$ cat src/rtl/system_mode_controller.sv
// Sequences a serial-grid engine through load, generation-run and readout phases.
// One shared counter tracks bits or generations; DONE is registered so it lands on the first IDLE cycle.
module system_mode_controller #(
  parameter int DATA_SIZE = 64
) (
  input  logic       i_clk,
  input  logic       i_reset,
  input  logic       i_start_load,
  input  logic       i_run_req,
  input  logic [7:0] i_gen_count,
  input  logic       i_read_req,
  input  logic       i_abort,
  input  logic       i_serial_data_in,
  input  logic       i_serial_valid,
  input  logic       i_mem_serial_out,
  output logic       o_load_mode,
  output logic       o_run_mode,
  output logic       o_output_mode,
  output logic       o_serial_in,
  output logic       o_serial_data_out,
  output logic       o_out_valid,
  output logic       o_busy,
  output logic       o_done
);

  localparam int CNT_MAX = (DATA_SIZE > 255) ? DATA_SIZE : 255;
  localparam int CW      = $clog2(CNT_MAX + 1);
  localparam logic [CW-1:0] LAST_BIT = CW'(DATA_SIZE - 1);

  typedef enum logic [1:0] {S_IDLE, S_LOAD, S_RUN, S_OUTPUT} state_t;

  state_t        r_state, w_state_next;
  logic [CW-1:0] r_cnt, w_cnt_next;
  logic [7:0]    r_gen, w_gen_next;
  logic          r_done, w_done_next;
  logic          r_out_valid;
  logic [CW-1:0] w_gen_last;

  assign w_gen_last = CW'(r_gen) - CW'(1);

  always_ff @(posedge i_clk) begin
    if (i_reset) begin
      r_state     <= S_IDLE;
      r_cnt       <= '0;
      r_gen       <= '0;
      r_done      <= 1'b0;
      r_out_valid <= 1'b0;
    end else begin
      r_state     <= w_state_next;
      r_cnt       <= w_cnt_next;
      r_gen       <= w_gen_next;
      r_done      <= w_done_next;
      r_out_valid <= o_output_mode;
    end
  end

  always_comb begin
    w_state_next = r_state;
    w_cnt_next   = r_cnt;
    w_gen_next   = r_gen;
    w_done_next  = 1'b0;
    case (r_state)
      S_IDLE: begin
        // ABORT in IDLE blocks every request that cycle
        if (!i_abort) begin
          if (i_start_load) begin
            w_state_next = S_LOAD;
            w_cnt_next   = '0;
          end else if (i_run_req) begin
            if (i_gen_count != 8'd0) begin
              w_state_next = S_RUN;
              w_gen_next   = i_gen_count;
              w_cnt_next   = '0;
            end else begin
              w_done_next = 1'b1;
            end
          end else if (i_read_req) begin
            w_state_next = S_OUTPUT;
            w_cnt_next   = '0;
          end
        end
      end
      S_LOAD: begin
        if (i_serial_valid) begin
          if (r_cnt == LAST_BIT) begin
            w_state_next = S_IDLE;
            w_cnt_next   = '0;
            w_done_next  = 1'b1;
          end else begin
            w_cnt_next = r_cnt + CW'(1);
          end
        end
      end
      S_RUN: begin
        if (r_cnt == w_gen_last) begin
          w_state_next = S_IDLE;
          w_cnt_next   = '0;
          w_done_next  = 1'b1;
        end else begin
          w_cnt_next = r_cnt + CW'(1);
        end
      end
      S_OUTPUT: begin
        if (r_cnt == LAST_BIT) begin
          w_state_next = S_IDLE;
          w_cnt_next   = '0;
          w_done_next  = 1'b1;
        end else begin
          w_cnt_next = r_cnt + CW'(1);
        end
      end
      default: begin
        w_state_next = S_IDLE;
        w_cnt_next   = '0;
      end
    endcase
    if (i_abort && (r_state != S_IDLE)) begin
      w_state_next = S_IDLE;
      w_cnt_next   = '0;
      w_done_next  = 1'b0;
    end
  end

  // Load shifts only on valid beats; run/output modes are pure state decodes
  assign o_load_mode       = (r_state == S_LOAD) && i_serial_valid;
  assign o_run_mode        = (r_state == S_RUN);
  assign o_output_mode     = (r_state == S_OUTPUT);
  assign o_serial_in       = i_serial_data_in;
  assign o_serial_data_out = i_mem_serial_out;
  assign o_out_valid       = r_out_valid;
  assign o_busy            = (r_state != S_IDLE);
  assign o_done            = r_done;

endmodule

$ cat config.mk
export PLATFORM = sky130hd
export DESIGN_NAME = system_mode_controller
export DESIGN_NICKNAME = d
export VERILOG_FILES = /design/src/rtl/system_mode_controller.sv
export SDC_FILE = /design/constraint.sdc
export NUM_CORES = 1
export LEC_CHECK = 0
export CAP_MARGIN = 25
export CORE_ASPECT_RATIO = 0.75
export CORE_MARGIN = 2
export CORE_UTILIZATION = 43
export DETAILED_ROUTE_END_ITERATION = 10
export PLACE_DENSITY_LB_ADDON = 0.05
export SLEW_MARGIN = 10
export SYNTH_ARGS = -nofsm -noshare
export SYNTH_HDL_FRONTEND = slang
export SYNTH_SLANG_ARGS = --single-unit
$ cat constraint.sdc
create_clock -name i_clk -period 2.02 [get_ports i_clk]
set_input_delay 0.202 -clock i_clk [delete_from_list [all_inputs] [get_ports i_clk]]
set_output_delay 0.202 -clock i_clk [all_outputs]
set_load 0.03 [all_outputs]
== Yosys cells after proc, flatten, opt, wreduce, memory -nomap -nowiden ==
Cells that the tools add are included.

* Output and inout bits: 8
* Input bits: 17
* Word-level logic and storage cells: 54
* Register bits after elaboration: 20

* $add $sub $neg: 2
* Muxes and demuxes: 26
* Reduce and logical (&&, ||, !) cells: 9
* Equal/unequal tests: 10
* Bitwise operators: 2

{| class="wikitable"
|+ Operators with widths
! cell !! number
|-
| 8-bit 2-to-1 mux || 8
|-
| 8-bit one-hot mux with 4 select lines || 1
|-
| 2-bit 2-to-1 mux || 8
|-
| 5-bit AND reduction || 2
|-
| 8-bit by 1-bit adder with 8-bit output (second input constant) || 1
|-
| 8-bit by 6-bit == test with 1-bit output (second input constant) || 1
|-
| 8-bit == test || 1
|-
| 4-bit inequality test (second input constant) || 2
|-
| 2-bit one-hot mux with 4 select lines || 1
|-
| 8-bit nonzero test || 1
|-
| 8-bit by 1-bit subtractor with 8-bit output (second input constant) || 1
|-
| 1-bit 2-to-1 mux || 7
|-
| 2-bit == test (second input constant) || 2
|-
| 2-bit inequality test (second input constant) || 2
|-
| 1-bit one-hot mux with 4 select lines || 1
|-
| 4-bit AND reduction || 1
|-
| 2-bit by 1-bit == test with 1-bit output (second input constant) || 1
|-
| 1-bit logical AND || 2
|-
| 2-bit zero test || 1
|-
| 2-bit by 1-bit inequality test with 1-bit output (second input constant) || 1
|-
| 1-bit inverter || 2
|-
| 2-bit nonzero test || 1
|-
| 2-bit OR reduction || 1
|}

== Depth between registers and ports, before layout ==
* Depth in word-level cells: 6
* Gate-level depth with buffers: 9
* Gate-level depth less buffers: 9

== Worst setup path after synthesis ==
Ideal clock, no wire load.

* Kind: register to register
* Start: reg r_gen[0]
* End: reg r_cnt[1]
* Clock period less this slack: 2091 ps
* Path buffers: 0
* Stages on the path, launching flop included: 10
* Setup time: 116 ps
* Path slack: -71 ps
* Arrival: 1975 ps
* Data required time: 1904 ps
* Cells stage by stage: dfxtp_1 inv_1 ha_1 o21ba_1 a2111o_1 o2bb2ai_1 nor3_4 o21ai_4 a32oi_1 nor2_1

* Longest elaborated chain between the ends: 4

{| class="wikitable"
|+ RTL lines
! what !! line !! source
|-
| start: declaration || 34 || <nowiki>logic [7:0] r_gen, w_gen_next;</nowiki>
|-
| start signal: assignment || 51 || <nowiki>r_gen <= w_gen_next;</nowiki>
|-
| 8-bit by 1-bit subtractor with 8-bit output || 39 || <nowiki>assign w_gen_last = CW'(r_gen) - CW'(1);</nowiki>
|-
| 8-bit == test || 95 || <nowiki>if (r_cnt == w_gen_last) begin</nowiki>
|-
| 8-bit 2-to-1 mux || 95 ||
|-
| 8-bit one-hot mux with 4 select lines || 62 || <nowiki>case (r_state)</nowiki>
|-
| end signal: assignment || 50 || <nowiki>r_cnt <= w_cnt_next;</nowiki>
|-
| end: declaration || 33 || <nowiki>logic [CW-1:0] r_cnt, w_cnt_next;</nowiki>
|}

No other way between the ends.
A chain may end at the register's enable or synchronous reset.

== Worst setup path after layout ==
Ends and elaborated chain as after synthesis.

==> out/metrics.csv <==
metric,value,unit
fillers,280,
Final Hold Vio Count,0,
Critical Path Sink Type,register,
fin. max-slew vios,0,
vias,1292,
starting density of the core,0.443,
Cells after Synth,158,
H-tree levels,1,
cells along the critical path,inv_2 -> ha_4 -> o21ba_4 -> a2111o_1 -> o2bb2ai_4 -> nor3_4 -> o21ai_4 -> a32oi_1 -> nor2_1,
largest net degree at the start of global routing,13,
DP HPWL,2.44,mm
maximum clock path buffer count,2,
Die Wd,67.0,um
Mapped Area,1280,um2
Hold WS,404,ps
status,"finished, violations left",
share of cells above drive strength 1,0.253,
Worst VDD drop,0.501,mV
Final Cycle Share,1.02,
die height,51.3,um
# clock sinks,20,
ranking of synthesized cells by area,"dfxtp_1 (31%), nand2_1 (6.7%), a21oi_1 (5.5%), xnor2_1 (5.5%), nor2_1 (4.1%)",
Placed Cells,225,
Leak,0.646,nW
syn_area_per_cell,8.11,um2
Routed WL per cell,14.1,um
Die ar.,3440,um2
Inserted Diodes,0,
GRT Util Overall,0.200,
Total Wirelength,3.27,mm
setup ws final,-31.6,ps
Skew-Pair Late Insertion Delay,280,ps
sequential share of the synthesized area,0.313,
"Data required, critical path",2200,ps
number of detailed-route iterations in the first pass,4,
biggest area consumer among synthesized cells,dfxtp_1,
power per cell area,936,nW/um2
footprint of the multi-input gates,906,um2
vias in the first global route,1178,
count of different cell masters after synthesis,50,
Final Setup Violations,3,
Crit-path slowest cell,a2111o_1,
Final #Nets,214,
fin crit period,2050,ps
GRT Residual Overflow,0,
Root Buffer,clkbuf_8,
max-cap violation count,0,
"Top FF cell, synth",dfxtp_1,
most frequent cell after synthesis,nand2_1,
R2R Setup Slk,-30,ps
Detail Route Antenna Nets,0,
Slew headroom,0.594,
Post-synth ARST share,0,
Critical Path Source Type,register,
Core ar.,2890,um2
Ys Warns,0,
Hold WC Path Type,in2out,
clock buffer count from CTS,3,
# DRC,0,
final non-filler cell total,232,
final worst clock skew,6.59,ps
CP peak stage delay,400,ps
Crit Path Max Fanout,5,
Post-synth EDFFs,0,
unrepaired setup endpoints after global routing,yes,
Synth Register Bits,20,
CP top delay family,compound AO/OA/AOI/OAI gates,
first-pass GRT wire length,5.22,mm
fmax,0.487,GHz
"Clk pin slew, worst setup/hold paths",90,ps
WP data arrival,2230,ps
Port Buf Inserts,20,
area fraction of the dominant cell type after synthesis,0.313,
"Buf+Inv Stages, Crit Path",1,
register area,405,um2
row count,17,
gpl congestion,0.854,
antenna violations before repair,0,
CTS tree,built,
I/O pin cnt,25,
Post-Syn Nets,177,
failing checks,negative setup slack,
"top cells by count, synth","nand2_1 (23), dfxtp_1 (20), a21oi_1 (14), nor2_1 (14), xnor2_1 (8)",
Crit Path Class,reg2reg,
DR vias/cell,5.57,
Initial DRC Count,94,
setup tns final,-63.2,ps
area delta synth->final,39.0,%
Slew @ Worst Pin,609,ps
==> path summary, 6_finish.rpt <==
kind,from,to,cells after the start
max,r_gen[0],r_cnt[1],9
min,i_mem_serial_out,o_serial_data_out,0
max reg2reg,r_gen[0],r_cnt[1],9
min reg2reg,r_gen[7],r_gen[7],2
==> repair_timing <==
action,4_1_cts,5_1_grt
gates cloned,1,0
hold buffers,0,0
endpoints found under the setup margin,9,14
setup buffers,1,1
pin swaps,6,8
resized for setup,3,16
==> cells by family after synthesis <==
logic type,synth area share
buf+inv,0.0527
simple gates,0.291
fa+ha+maj,0.0195
compound gates,0.233
mux,0.0156
flops,0.312
xor+xnor,0.0752
==> routing by layer <==
| metal | vias up | GRT usage | routed length, um |
|---|---|---|---|
| met5 | - | 0 | 0 |
| met4 | 0 | 0.0476 | 23 |
| met3 | 2 | 0.0419 | 193 |
| met2 | 31 | 0.318 | 1490 |
| met1 | 619 | 0.274 | 1560 |
| li1 | 640 | - | - |
==> cell usage in the layout (no fill, tap or decap), types with 2 or more instances in the layout <==
master	instances
a21oi_1	12
a21oi_2	3
a22oi_1	3
a31oi_1	2
a32oi_1	2
and2_1	3
and3_1	2
and3_2	2
buf_4	16
clkbuf_8	3
clkdlybuf4s50_1	20
dfxtp_1	16
dfxtp_2	4
inv_1	3
inv_2	2
mux2i_1	2
nand2_1	23
nand3_1	3
nand4_1	3
nor2_1	14
nor2b_1	5
nor4_1	3
nor4_2	2
o2111ai_1	2
o21ai_0	5
o21ai_1	2
o21ai_4	2
xnor2_1	8
xor2_1	2
==> final cells by class <==
| class | count | area share |
|---|---|---|
| multi-input cells | 128 | 0.509 |
| clock buffers | 3 | 0.0232 |
| inverters | 5 | 0.0105 |
| well taps | 38 | 0.0267 |
| repair buffers | 37 | 0.186 |
| clock inverters | 1 | 0.0169 |
| flip-flops and latches | 20 | 0.228 |
==> sequential cells by signal, summed over array words and instances, names as in the netlist <==
name,flops
r_cnt,8
r_gen,8
o_done,1
r_state,2
o_out_valid,1
==> per-stage QoR <==
stage                util  setup WS (ps)  instance area (um2)  total power [mW]
floorplan               -           5.82                 1280             0.972
global placement    0.552          -73.8                 1600              1.18
detailed placement  0.552           -152                 1600              1.18
CTS                 0.587          0.808                 1700              1.61
global route        0.615           -115                 1780              1.75
finish              0.615          -31.6                 1780              1.67
==> power breakdown <==
| group | switching, mW | leakage [nW] | total [mW] | internal, mW |
|---|---|---|---|---|
| clock network | 0.157 | 0.0357 | 0.423 | 0.265 |
| logic | 0.408 | 0.446 | 0.740 | 0.332 |
| registers | 0.0650 | 0.164 | 0.503 | 0.438 |
| total | 0.630 | 0.646 | 1.67 | 1.04 |
Power figures use the tool's default switching activity.
